`config.mk`:
```
export PLATFORM = sky130hd
export DESIGN_NAME = uart_tx_arbiter
export DESIGN_NICKNAME = d
export VERILOG_FILES = /design/src/rtl/uart_tx_arb_pkg.sv /design/src/rtl/uart_tx_arb_fifo.sv /design/src/rtl/uart_tx_arbiter.sv
export SDC_FILE = /design/constraint.sdc
export NUM_CORES = 1
export LEC_CHECK = 0
export CORE_UTILIZATION = 60
export CTS_BUF_LIST = sky130_fd_sc_hd__clkbuf_16
export DETAILED_ROUTE_END_ITERATION = 8
export DONT_BUFFER_PORTS = 1
export HOLD_SLACK_MARGIN = 0.12
export PLACE_DENSITY = 0.74
export REMOVE_ABC_BUFFERS = 1
export SLEW_MARGIN = 10
export SYNTH_ARGS = -nofsm -noshare
export SYNTH_HDL_FRONTEND = slang
export SYNTH_SLANG_ARGS = --single-unit
```
`constraint.sdc`:
```
create_clock -name clock -period 1.6 [get_ports clock]
set_input_delay 0.08 -clock clock [delete_from_list [all_inputs] [get_ports clock]]
set_output_delay 0.08 -clock clock [all_outputs]
set_load 0.01 [all_outputs]
```
`src/rtl/uart_tx_arb_pkg.sv`:
```
// Shared types and constants for the two-requester UART transmit arbiter.
// Build option: UART_TX_ARB_FIFO_EN selects per-requester FIFOs instead of holding registers.
package uart_tx_arb_pkg;

    localparam int NUM_REQ      = 2;
    localparam int BUSY_TIMEOUT = 4;
    localparam int BUSY_CNT_W   = 3;

    typedef enum logic [1:0] {
        ST_IDLE      = 2'd0,
        ST_START     = 2'd1,
        ST_WAIT_BUSY = 2'd2,
        ST_WAIT_DONE = 2'd3
    } arb_state_e;

    // Round-robin pick: a lone pending requester wins, otherwise the one not served last.
    function automatic logic pick_winner(input logic [NUM_REQ-1:0] pending,
                                         input logic               last_grant);
        logic win;
        case (pending)
            2'b01:   win = 1'b0;
            2'b10:   win = 1'b1;
            2'b11:   win = ~last_grant;
            default: win = ~last_grant;
        endcase
        return win;
    endfunction

endpackage

```
`src/rtl/uart_tx_arb_fifo.sv`:
```
// Synchronous FIFO holding queued bytes for one requester.
// Used only when UART_TX_ARB_FIFO_EN is defined; DEPTH must be a power of two.
module uart_tx_arb_fifo #(
    parameter int DEPTH = 4,
    parameter int WIDTH = 8
) (
    input  logic             clock,
    input  logic             resetn,
    input  logic             push,
    input  logic [WIDTH-1:0] push_data,
    input  logic             pop,
    output logic             full,
    output logic             empty,
    output logic [WIDTH-1:0] head_data
);

    localparam int PTR_W = $clog2(DEPTH);
    localparam int CNT_W = PTR_W + 1;

    logic [WIDTH-1:0] mem_r [DEPTH];
    logic [PTR_W-1:0] wr_ptr_r;
    logic [PTR_W-1:0] rd_ptr_r;
    logic [CNT_W-1:0] count_r;
    logic             push_ok_s;
    logic             pop_ok_s;

    assign full      = (count_r == CNT_W'(DEPTH));
    assign empty     = (count_r == {CNT_W{1'b0}});
    assign head_data = mem_r[rd_ptr_r];
    assign push_ok_s = push & ~full;
    assign pop_ok_s  = pop & ~empty;

    // Storage array; pointers wrap naturally because DEPTH is a power of two.
    always_ff @(posedge clock or negedge resetn) begin
        if (!resetn) begin
            for (int i = 0; i < DEPTH; i++) begin
                mem_r[i] <= {WIDTH{1'b0}};
            end
        end else if (push_ok_s) begin
            mem_r[wr_ptr_r] <= push_data;
        end else begin
            mem_r[wr_ptr_r] <= mem_r[wr_ptr_r];
        end
    end

    // Read/write pointers and occupancy count.
    always_ff @(posedge clock or negedge resetn) begin
        if (!resetn) begin
            wr_ptr_r <= {PTR_W{1'b0}};
            rd_ptr_r <= {PTR_W{1'b0}};
            count_r  <= {CNT_W{1'b0}};
        end else begin
            if (push_ok_s) begin
                wr_ptr_r <= wr_ptr_r + PTR_W'(1);
            end
            if (pop_ok_s) begin
                rd_ptr_r <= rd_ptr_r + PTR_W'(1);
            end
            case ({push_ok_s, pop_ok_s})
                2'b10:   count_r <= count_r + CNT_W'(1);
                2'b01:   count_r <= count_r - CNT_W'(1);
                default: count_r <= count_r;
            endcase
        end
    end

endmodule

```
`src/rtl/uart_tx_arbiter.sv`:
```
// Arbitrates two byte requesters onto a single UART transmitter with round-robin fairness.
// Build option: UART_TX_ARB_FIFO_EN gives each requester a FIFO_DEPTH-entry queue.
module uart_tx_arbiter
    import uart_tx_arb_pkg::*;
#(
    parameter int FIFO_DEPTH = 4
) (
    input  logic       clock,
    input  logic       resetn,
    input  logic       req0_valid,
    input  logic [7:0] req0_data,
    output logic       req0_ready,
    input  logic       req1_valid,
    input  logic [7:0] req1_data,
    output logic       req1_ready,
    output logic       tx_start,
    output logic [7:0] sdata,
    input  logic       tx_busy,
    output logic       last_grant
);

    arb_state_e              state_r;
    arb_state_e              state_s;
    logic [NUM_REQ-1:0]      valid_s;
    logic [NUM_REQ-1:0]      push_s;
    logic [NUM_REQ-1:0]      pop_s;
    logic [NUM_REQ-1:0]      full_s;
    logic [NUM_REQ-1:0]      empty_s;
    logic [7:0]              data_s [NUM_REQ];
    logic [7:0]              head_s [NUM_REQ];
    logic                    win_s;
    logic                    winner_r;
    logic                    last_grant_r;
    logic                    tx_start_r;
    logic [7:0]              sdata_r;
    logic [BUSY_CNT_W-1:0]   wait_cnt_r;

    assign valid_s    = {req1_valid, req0_valid};
    assign data_s[0]  = req0_data;
    assign data_s[1]  = req1_data;
    assign push_s     = valid_s & ~full_s;
    assign req0_ready = ~full_s[0];
    assign req1_ready = ~full_s[1];
    assign tx_start   = tx_start_r;
    assign sdata      = sdata_r;
    assign last_grant = last_grant_r;

    generate
        for (genvar g = 0; g < NUM_REQ; g++) begin : g_slot
`ifdef UART_TX_ARB_FIFO_EN
            uart_tx_arb_fifo #(
                .DEPTH (FIFO_DEPTH),
                .WIDTH (8)
            ) u_fifo (
                .clock     (clock),
                .resetn    (resetn),
                .push      (push_s[g]),
                .push_data (data_s[g]),
                .pop       (pop_s[g]),
                .full      (full_s[g]),
                .empty     (empty_s[g]),
                .head_data (head_s[g])
            );
`else
            logic       hold_valid_r;
            logic [7:0] hold_data_r;

            // Single-byte holding register; push needs it empty and pop needs it full.
            always_ff @(posedge clock or negedge resetn) begin
                if (!resetn) begin
                    hold_valid_r <= 1'b0;
                    hold_data_r  <= 8'h00;
                end else if (push_s[g]) begin
                    hold_valid_r <= 1'b1;
                    hold_data_r  <= data_s[g];
                end else if (pop_s[g]) begin
                    hold_valid_r <= 1'b0;
                end else begin
                    hold_valid_r <= hold_valid_r;
                end
            end

            assign full_s[g]  = hold_valid_r;
            assign empty_s[g] = ~hold_valid_r;
            assign head_s[g]  = hold_data_r;
`endif
        end
    endgenerate

    // FSM state register.
    always_ff @(posedge clock or negedge resetn) begin
        if (!resetn) begin
            state_r <= ST_IDLE;
        end else begin
            state_r <= state_s;
        end
    end

    // Next-state logic, winner selection and the pop strobe issued in START.
    always_comb begin
        state_s = state_r;
        pop_s   = {NUM_REQ{1'b0}};
        win_s   = pick_winner(~empty_s, last_grant_r);
        case (state_r)
            ST_IDLE: begin
                if (!tx_busy && (|(~empty_s))) begin
                    state_s = ST_START;
                end else begin
                    state_s = ST_IDLE;
                end
            end
            ST_START: begin
                pop_s[winner_r] = 1'b1;
                state_s         = ST_WAIT_BUSY;
            end
            ST_WAIT_BUSY: begin
                if (tx_busy) begin
                    state_s = ST_WAIT_DONE;
                end else if (wait_cnt_r == BUSY_CNT_W'(BUSY_TIMEOUT - 1)) begin
                    state_s = ST_IDLE;
                end else begin
                    state_s = ST_WAIT_BUSY;
                end
            end
            ST_WAIT_DONE: begin
                if (!tx_busy) begin
                    state_s = ST_IDLE;
                end else begin
                    state_s = ST_WAIT_DONE;
                end
            end
            default: state_s = ST_IDLE;
        endcase
    end

    // Registered launch outputs; the winner is frozen on leaving IDLE so START pops the right slot.
    always_ff @(posedge clock or negedge resetn) begin
        if (!resetn) begin
            winner_r     <= 1'b0;
            last_grant_r <= 1'b1;
            tx_start_r   <= 1'b0;
            sdata_r      <= 8'h00;
            wait_cnt_r   <= {BUSY_CNT_W{1'b0}};
        end else begin
            tx_start_r <= (state_r == ST_START);
            if (state_r == ST_IDLE) begin
                winner_r <= win_s;
            end else begin
                winner_r <= winner_r;
            end
            if (state_r == ST_START) begin
                sdata_r      <= head_s[winner_r];
                last_grant_r <= winner_r;
                wait_cnt_r   <= {BUSY_CNT_W{1'b0}};
            end else if (state_r == ST_WAIT_BUSY) begin
                wait_cnt_r   <= wait_cnt_r + BUSY_CNT_W'(1);
            end else begin
                wait_cnt_r   <= wait_cnt_r;
            end
        end
    end

endmodule

```
* Word-level counts from Yosys, hierarchy flattened
Cells that the tools add are included.
Widths: inputs -> output; s select.
** Storage, ports and cells
- Register bits after elaboration :: 34
- Input port bits :: 21
- Output and inout port bits :: 12
- Logic and storage cells :: 53
** Operators by class
- Add/sub/neg operators :: 1
- Order comparisons :: 3
- Equality and inequality tests :: 6
- Mux-type cells :: 18
- Bitwise gates (word level) :: 7
- Reduce and logical (&&, ||, !) cells :: 8
** Operator list (count)
- $mux 8 :: 3
- $mux 2 :: 4
- $pmux 2 s4 :: 1
- $eq 2x2->1 const B :: 3
- $mux 1 :: 6
- $mux 3 :: 2
- $reduce_bool 2->1 :: 3
- $eq 2x1->1 const B :: 2
- $not 2->2 :: 2
- $add 3x1->3 const B :: 1
- $eq 3x2->1 const B :: 1
- $not 1->1 :: 3
- $and 2x2->2 :: 1
- $ge 2x2->1 const B :: 1
- $logic_and 1x1->1 :: 2
- $logic_not 2->1 :: 1
- $lt 1x2->1 const B :: 1
- $not 1->2 :: 1
- $pmux 1 s2 :: 1
- $reduce_or 2->1 :: 1
- $demux 1 s1 :: 1
- $ge 1x1->1 const B :: 1
- $logic_not 1->1 :: 1

* Depth between registers and ports, before layout
Gate-level depths: netlist (run 1).
- Depth after elaboration :: 7
- Depth in mapped cells :: 6
- Gate-level depth less buffers :: 5

* Worst setup path before layout (run 1)
OpenSTA, ideal clock, no wires.
- Kind :: reg-to-reg
- Start :: register state_r[1]
- End :: register wait_cnt_r[0]
- Setup time :: 0.125 ns
- Data arrival time :: 1.126 ns
- Required time :: 1.475 ns
- Slack :: 0.350 ns
- Stages on the path, launching flop included :: 4
- Buffers on the path :: 0
- Period minus slack after synthesis :: 1.250 ns
- Path through :: dfrtp_1 inv_1 ha_1 mux2_2
** Between the ends
- Word-level cells in the longest chain between the ends :: 2
- Elaborated cells between the ends (all ways) :: 4
- Classes of those cells :: eq/ne (2); mux (1); reduce/logical (1)
** RTL lines
- from (decl) :: line uart_tx_arbiter.sv:22 : arb_state_e state_r;
- from (signal assigned) :: line uart_tx_arbiter.sv:95 : state_r <= state_s;
- $eq 2x1->1 or $eq 2x2->1 (tied branches) :: line uart_tx_arbiter.sv:151, uart_tx_arbiter.sv:155
- $mux 3 or $reduce_bool 2->1 (tied branches)
- to (signal assigned) :: line uart_tx_arbiter.sv:154 : wait_cnt_r <= {BUSY_CNT_W{1'b0}};
- to (signal assigned) :: line uart_tx_arbiter.sv:156 : wait_cnt_r <= wait_cnt_r + BUSY_CNT_W'(1);
- to (signal assigned) :: line uart_tx_arbiter.sv:158 : wait_cnt_r <= wait_cnt_r;
- to (decl) :: line uart_tx_arbiter.sv:36 : logic [BUSY_CNT_W-1:0] wait_cnt_r;
Several ways; a longest one is shown, not always the timed one.
A chain may end at the register's enable or synchronous reset.

* Worst setup path in the final report (run 1)
Same ends and word-level chain as after synthesis.

==> results of run 1 <==
-- cell families after synthesis --
logic type / synth area share, %
AO/OA/AOI/OAI: 6.06
AND/OR/NAND/NOR: 5.83
buffers and inverters: 4.71
adder cells (fa/ha/maj): 7.18
multiplexers: 21.9
flip-flops: 54.3
-- power groups by stage --
| stage | registers (W) | clock network [W] | logic (W) |
|---|---|---|---|
| CTS | 0.00172 | 0.000897 | 0.00133 |
| finish | 0.00172 | 0.000885 | 0.00132 |
| global route | 0.00178 | 0.000941 | 0.00147 |
| global placement | 0.00170 | 0 | 0.00120 |
| floorplan | 0.00162 | 0 | 0.00103 |
| detailed placement | 0.00173 | 0 | 0.00125 |
-- per-layer routing --
metal  global-route usage, %  share of wire, %  vias up  wire length, um
met5                       0                 0        -                0
met4                    10.5               1.2        0               34
met3                    5.46               3.6        4              103
met2                    40.3                50       26             1400
met1                    29.8                45      474             1290
li1                        -                 -      465                -
-- cell usage after synthesis --
library cell  count
nand2_1           2
o22ai_1           2
nand3b_1          1
nor2_1           14
a21oi_1          11
mux2_2            2
dfstp_2           1
inv_1             8
ha_1              9
o21ai_0           3
a31oi_1           2
mux2i_1           8
nor2b_2           2
dfrtp_1          33
nand2b_1          1
buf_2             2
buf_6             3
mux2_4           16
-- through the flow --
stage          hold WS [ns]  instance area [sq um]
2_1_floorplan        -0.216                   1520
3_3_place_gp         -0.215                   1600
3_5_place_dp         -0.215                   1600
4_1_cts               0.255                   1960
5_1_grt               0.273                   1960
6_report              0.251                   1960
-- worst reg2reg max path, stage by stage (launching register included) --
cell and delay (ns):
dfrtp_1 0.42, inv_1 0.11, ha_1 0.37, mux2_2 0.34
-- registers in the layout, summed over array words and instances, names as in the netlist --
name / flops
tx_start: 1
wait_cnt_r: 3
state_r: 2
sdata: 8
g_slot.hold_valid_r: 2
winner_r: 1
last_grant: 1
g_slot.hold_data_r: 16
-- cell type report --
type                       count  area share [%]
clock buffer                   5            6.39
clock inverter                 3           0.639
inverter                       8            1.53
multi-input combinational     73            32.8
sequential                    34            43.5
tap                           30            1.92
timing repair buffer          26            13.2
-- path summary, 6_finish.rpt --
| check | cells after the start | slack, ns | to |
|---|---|---|---|
| min in group clock | 3 | 0.33 | g_slot[1].hold_data_r[5] |
| setup reg to reg | 3 | 0.25 | wait_cnt_r[0] |
| hold reg to reg | 1 | 0.50 | g_slot[1].hold_data_r[1] |
| hold / removal | 2 | 0.25 | winner_r |
| setup / recovery | 3 | 0.25 | wait_cnt_r[0] |
| max in group asynchronous | 2 | 1.11 | last_grant |
==> flow_summary.json, run 1 <==
{
  "viasPerCell": 5.41,
  "report.final.slew_viol_count": 0,
  "final_util_pct": 79.0,
  "synth_top_area_share_pct": 52.7,
  "yosysTopAreaCell": "dfrtp_1",
  "period_needed_ns": 1.35,
  "pre_cts_slack_ns": 0.264,
  "p_int_w": 0.00263,
  "final_common_cell": "dfrtp_1",
  "ys_types": 18,
  "total_power_w": 0.00393,
  "crit_path_start": "state_r[1]",
  "final_nets": 178,
  "postCtsSetupRepairBufs": 0,
  "ys_ff_latch": 34,
  "clockRootBuffer": "clkbuf_16",
  "synth.area.top_cells": "dfrtp_1 53%, mux2_4 15%, ha_1 7.2%",
  "worstMarginPinSlew_ns": 0.643,
  "finalCritPeriodShare_pct": 84.6,
  "ant_nets": 0,
  "cp_slowest_cell": "dfrtp_1",
  "layoutNonFillerInstCount": 179,
  "num_io_pins": 33,
  "grt_overflow": 0,
  "seq_area_sq_um": 852,
  "drt_iter0_drc": 15,
  "multi_input_area_sq_um": 642,
  "layout_common_cells": "33 x dfrtp_1, 20 x dlygate4sd3_1, 16 x mux2_4",
  "arrival_ns": 1.51,
  "clk_pin_slew_worst_paths_ns": 0.05,
  "clkPwrFrac_pct": 22.5,
  "grt_pass1_vias": 1019,
  "r2r-start": "state_r[1]",
  "cpLargestDelayFamily": "flip-flops",
  "path_buf_inv": 1,
  "synth_warnings": 0,
  "setup_slack_ns": 0.246,
  "end_kind": "register",
  "die-area_sq_um": 2820,
  "die_h_um": 53.1,
  "die-width_um": 53.1,
  "wl_mm": 2.83,
  "start_util_pct": 63.3,
  "swShare_pct": 33.0,
  "fmax_mhz": 738,
  "clk_latency_ns": 0.27,
  "avgSynthCellArea_sq_um": 13.1,
  "groute.usage.overall_pct": 24.2,
  "diodes": 0,
  "core_area_sq_um": 2480,
  "place_hpwl_mm": 1.82,
  "drive_gt1_share_pct": 22.1,
  "power.density_nw_per_um2": 2010,
  "clk_path_buf_depth": 2,
  "setup_viol": 0,
  "setup-tns-final_ns": 0,
  "cts.repair.resized": 0,
  "syn_area_sq_um": 1570,
  "dr.pass1.iters": 4,
  "path_cells": "inv_1 -> ha_1 -> mux2_2",
  "nFillCells": 162,
  "place_inst": 150,
  "syn_to_final_growth_pct": 24.8,
  "cts_buffers": 5,
  "ir_drop_v": 0.00142,
  "worst-setup-path-type": "reg2reg",
  "wl_per_cell_um": 15.8,
  "finalClockSkew_ns": 0.00433,
  "p_sw_w": 0.00130,
  "io_buffers": 0,
  "synth_cells": 120,
  "path_max_fanout": 6,
  "htree_levels": 2,
  "grt_antenna_before_repair": 0,
  "hold_class": "in2async",
  "max_stage_delay_ns": 0.42,
  "rsz0062_at_grt": "no",
  "finalHoldViolCount": 0,
  "seqPwrFrac_pct": 43.8,
  "vias": 969,
  "cp_data_required_time_ns": 1.76,
  "grt_pass1_wl_mm": 4.62,
  "slew_headroom_pct": 57.1,
  "gp_congestion": 0.739,
  "drc": 0,
  "cts_sinks": 34,
  "pwr-share-comb_pct": 33.7,
  "leakage_nw": 0.932,
  "holdBufCountCts": 21,
  "status": "complete, no violations",
  "cap_violations": 0,
  "grt_max_degree": 35,
  "cts_tree": "done",
  "ys_seq_area_share_pct": 54.3,
  "rows": 18,
  "crit_path_start_kind": "register"
}
(Power assumes the default switching activity.)
==> run 2: changes to the inputs <==
- CORE_UTILIZATION: 60 -> 55
- PLACE_DENSITY: 0.74 -> 0.71
- clock period: 1.6 -> 1.1 ns (I/O delays scaled with it)
==> flow_summary.json, run 2 (synthesis results as in run 1) <==
{
  "setup_slack_ns": -0.113,
  "regMostFlops": "g_slot.hold_data_r",
  "grt_antenna_before_repair": 0,
  "status": "finished, violations left",
  "num_io_pins": 33,
  "setup_viol": 33,
  "io_buffers": 0,
  "cap_violations": 0,
  "cp_data_required_time_ns": 1.29,
  "cts_sinks": 34,
  "grt_pass1_vias": 1201,
  "arrival_ns": 1.40,
  "violations": "setup timing",
  "cts_buffers": 5,
  "leakage_nw": 1.04,
  "grt_pass1_wl_mm": 6.12,
  "cts_tree": "done",
  "groute.usage.overall_pct": 26.2,
  "seq_area_sq_um": 852,
  "multi_input_area_sq_um": 820,
  "drt_iter0_drc": 37,
  "syn_to_final_growth_pct": 50.4,
  "die-width_um": 55.4,
  "worstMarginPinSlew_ns": 0.250,
  "worst-setup-path-type": "reg2reg",
  "clk_path_buf_depth": 2,
  "final_common_cell": "dfrtp_1",
  "largest_reg_flops": 16,
  "core_area_sq_um": 2590,
  "wl_mm": 4.32,
  "grt_max_degree": 35,
  "ant_nets": 0,
  "finalCritPeriodShare_pct": 110,
  "r2r-start": "state_r[0]",
  "diodes": 0,
  "die-area_sq_um": 3070,
  "grtUsageMet1_pct": 32.2,
  "total_power_w": 0.00775,
  "clockRootBuffer": "clkbuf_16",
  "ir_drop_v": 0.00275,
  "rsz0062_at_grt": "yes",
  "slew_headroom_pct": 82.9,
  "use_met2_pct": 44.2,
  "wl_per_cell_um": 21.9,
  "hold_ws_ns": 0.231,
  "place_hpwl_mm": 1.99,
  "grtUsageMet3_pct": 7.96,
  "final_nets": 196,
  "top_usage_layer": "met2",
  "finalClockSkew_ns": 0.00419,
  "gp_congestion": 0.819,
  "end_kind": "register",
  "start_util_pct": 60.5,
  "hold_class": "in2async",
  "crit_path_start_kind": "register",
  "drive_gt1_share_pct": 50.9,
  "clk_latency_ns": 0.28,
  "pre_cts_slack_ns": -0.121,
  "finalHoldViolCount": 0,
  "period_needed_ns": 1.21,
  "clk_pin_slew_worst_paths_ns": 0.06,
  "htree_levels": 2,
  "layout_common_cells": "33 x dfrtp_1, 20 x dlygate4sd3_1, 18 x mux2_4",
  "report.final.slew_viol_count": 0,
  "dr.pass1.iters": 4,
  "vias": 1160,
  "grt_overflow": 0,
  "crit_path_start": "state_r[0]",
  "fmax_mhz": 824,
  "rows": 18,
  "viasPerCell": 5.89,
  "path_max_fanout": 7,
  "nFillCells": 88,
  "die_h_um": 55.4,
  "drc": 0,
  "power.density_nw_per_um2": 3290
}
[run 2: cell type report]
class                      instances  area share, %
inverter                           8           1.27
tap                               30           1.59
clock inverter                     3           1.91
timing repair buffer              44           19.0
sequential                        34           36.1
multi-input combinational         73           34.8
clock buffer                       5           5.31
[run 2: what timing repair did]
action / in CTS / in global routing
setup endpoints to repair: 32 / 35
cloned: 1 / 0
endpoints found under the hold margin: 54 / 0
hold buffers: 21 / 0
gates resized for setup: 22 / 34
pin swaps: 15 / 10
setup buffers: 3 / 2
[run 2: worst paths after layout]
kind | endpoint | slack (ns) | cells past startpoint
max in group asynchronous | last_grant | 0.63 | 2
min in group clock | g_slot[0].hold_data_r[7] | 0.28 | 3
setup / recovery | g_slot[1].hold_valid_r | -0.11 | 4
hold reg to reg | g_slot[1].hold_data_r[6] | 0.51 | 1
hold / removal | g_slot[0].hold_data_r[7] | 0.23 | 2
setup reg to reg | g_slot[1].hold_valid_r | -0.11 | 4
[run 2: routing by layer]
layer | wire length, um | vias up
met5 | 0 | -
met4 | 139 | 0
met3 | 316 | 16
met2 | 2220 | 74
met1 | 1650 | 574
li1 | - | 496
[run 2: per-stage QoR]
| step | instances | area [sq um] | TNS (ns) | util, % |
|---|---|---|---|---|
| finish | 197 | 2360 | -2.57 | 91.0 |
| CTS | 195 | 2220 | -1.12 | 85.7 |
| floorplan | 115 | 1520 | -5.58 | - |
| global route | 197 | 2360 | -3.16 | 91.0 |
| global placement | 162 | 1710 | -0.835 | 66.2 |
| detailed placement | 162 | 1710 | -1.90 | 66.2 |
[run 2: power breakdown]
part | internal (W) | switching, W | total, W
registers | 0.00190 | 0.000640 | 0.00254
logic | 0.00200 | 0.00162 | 0.00362
clock network | 0.00107 | 0.000528 | 0.00159
[run 2: critical path, stage by stage (launching register included)]
cell and delay [ns]:
dfrtp_1 0.41, buf_6 0.14, ha_4 0.20, buf_8 0.16
a31oi_1 0.20
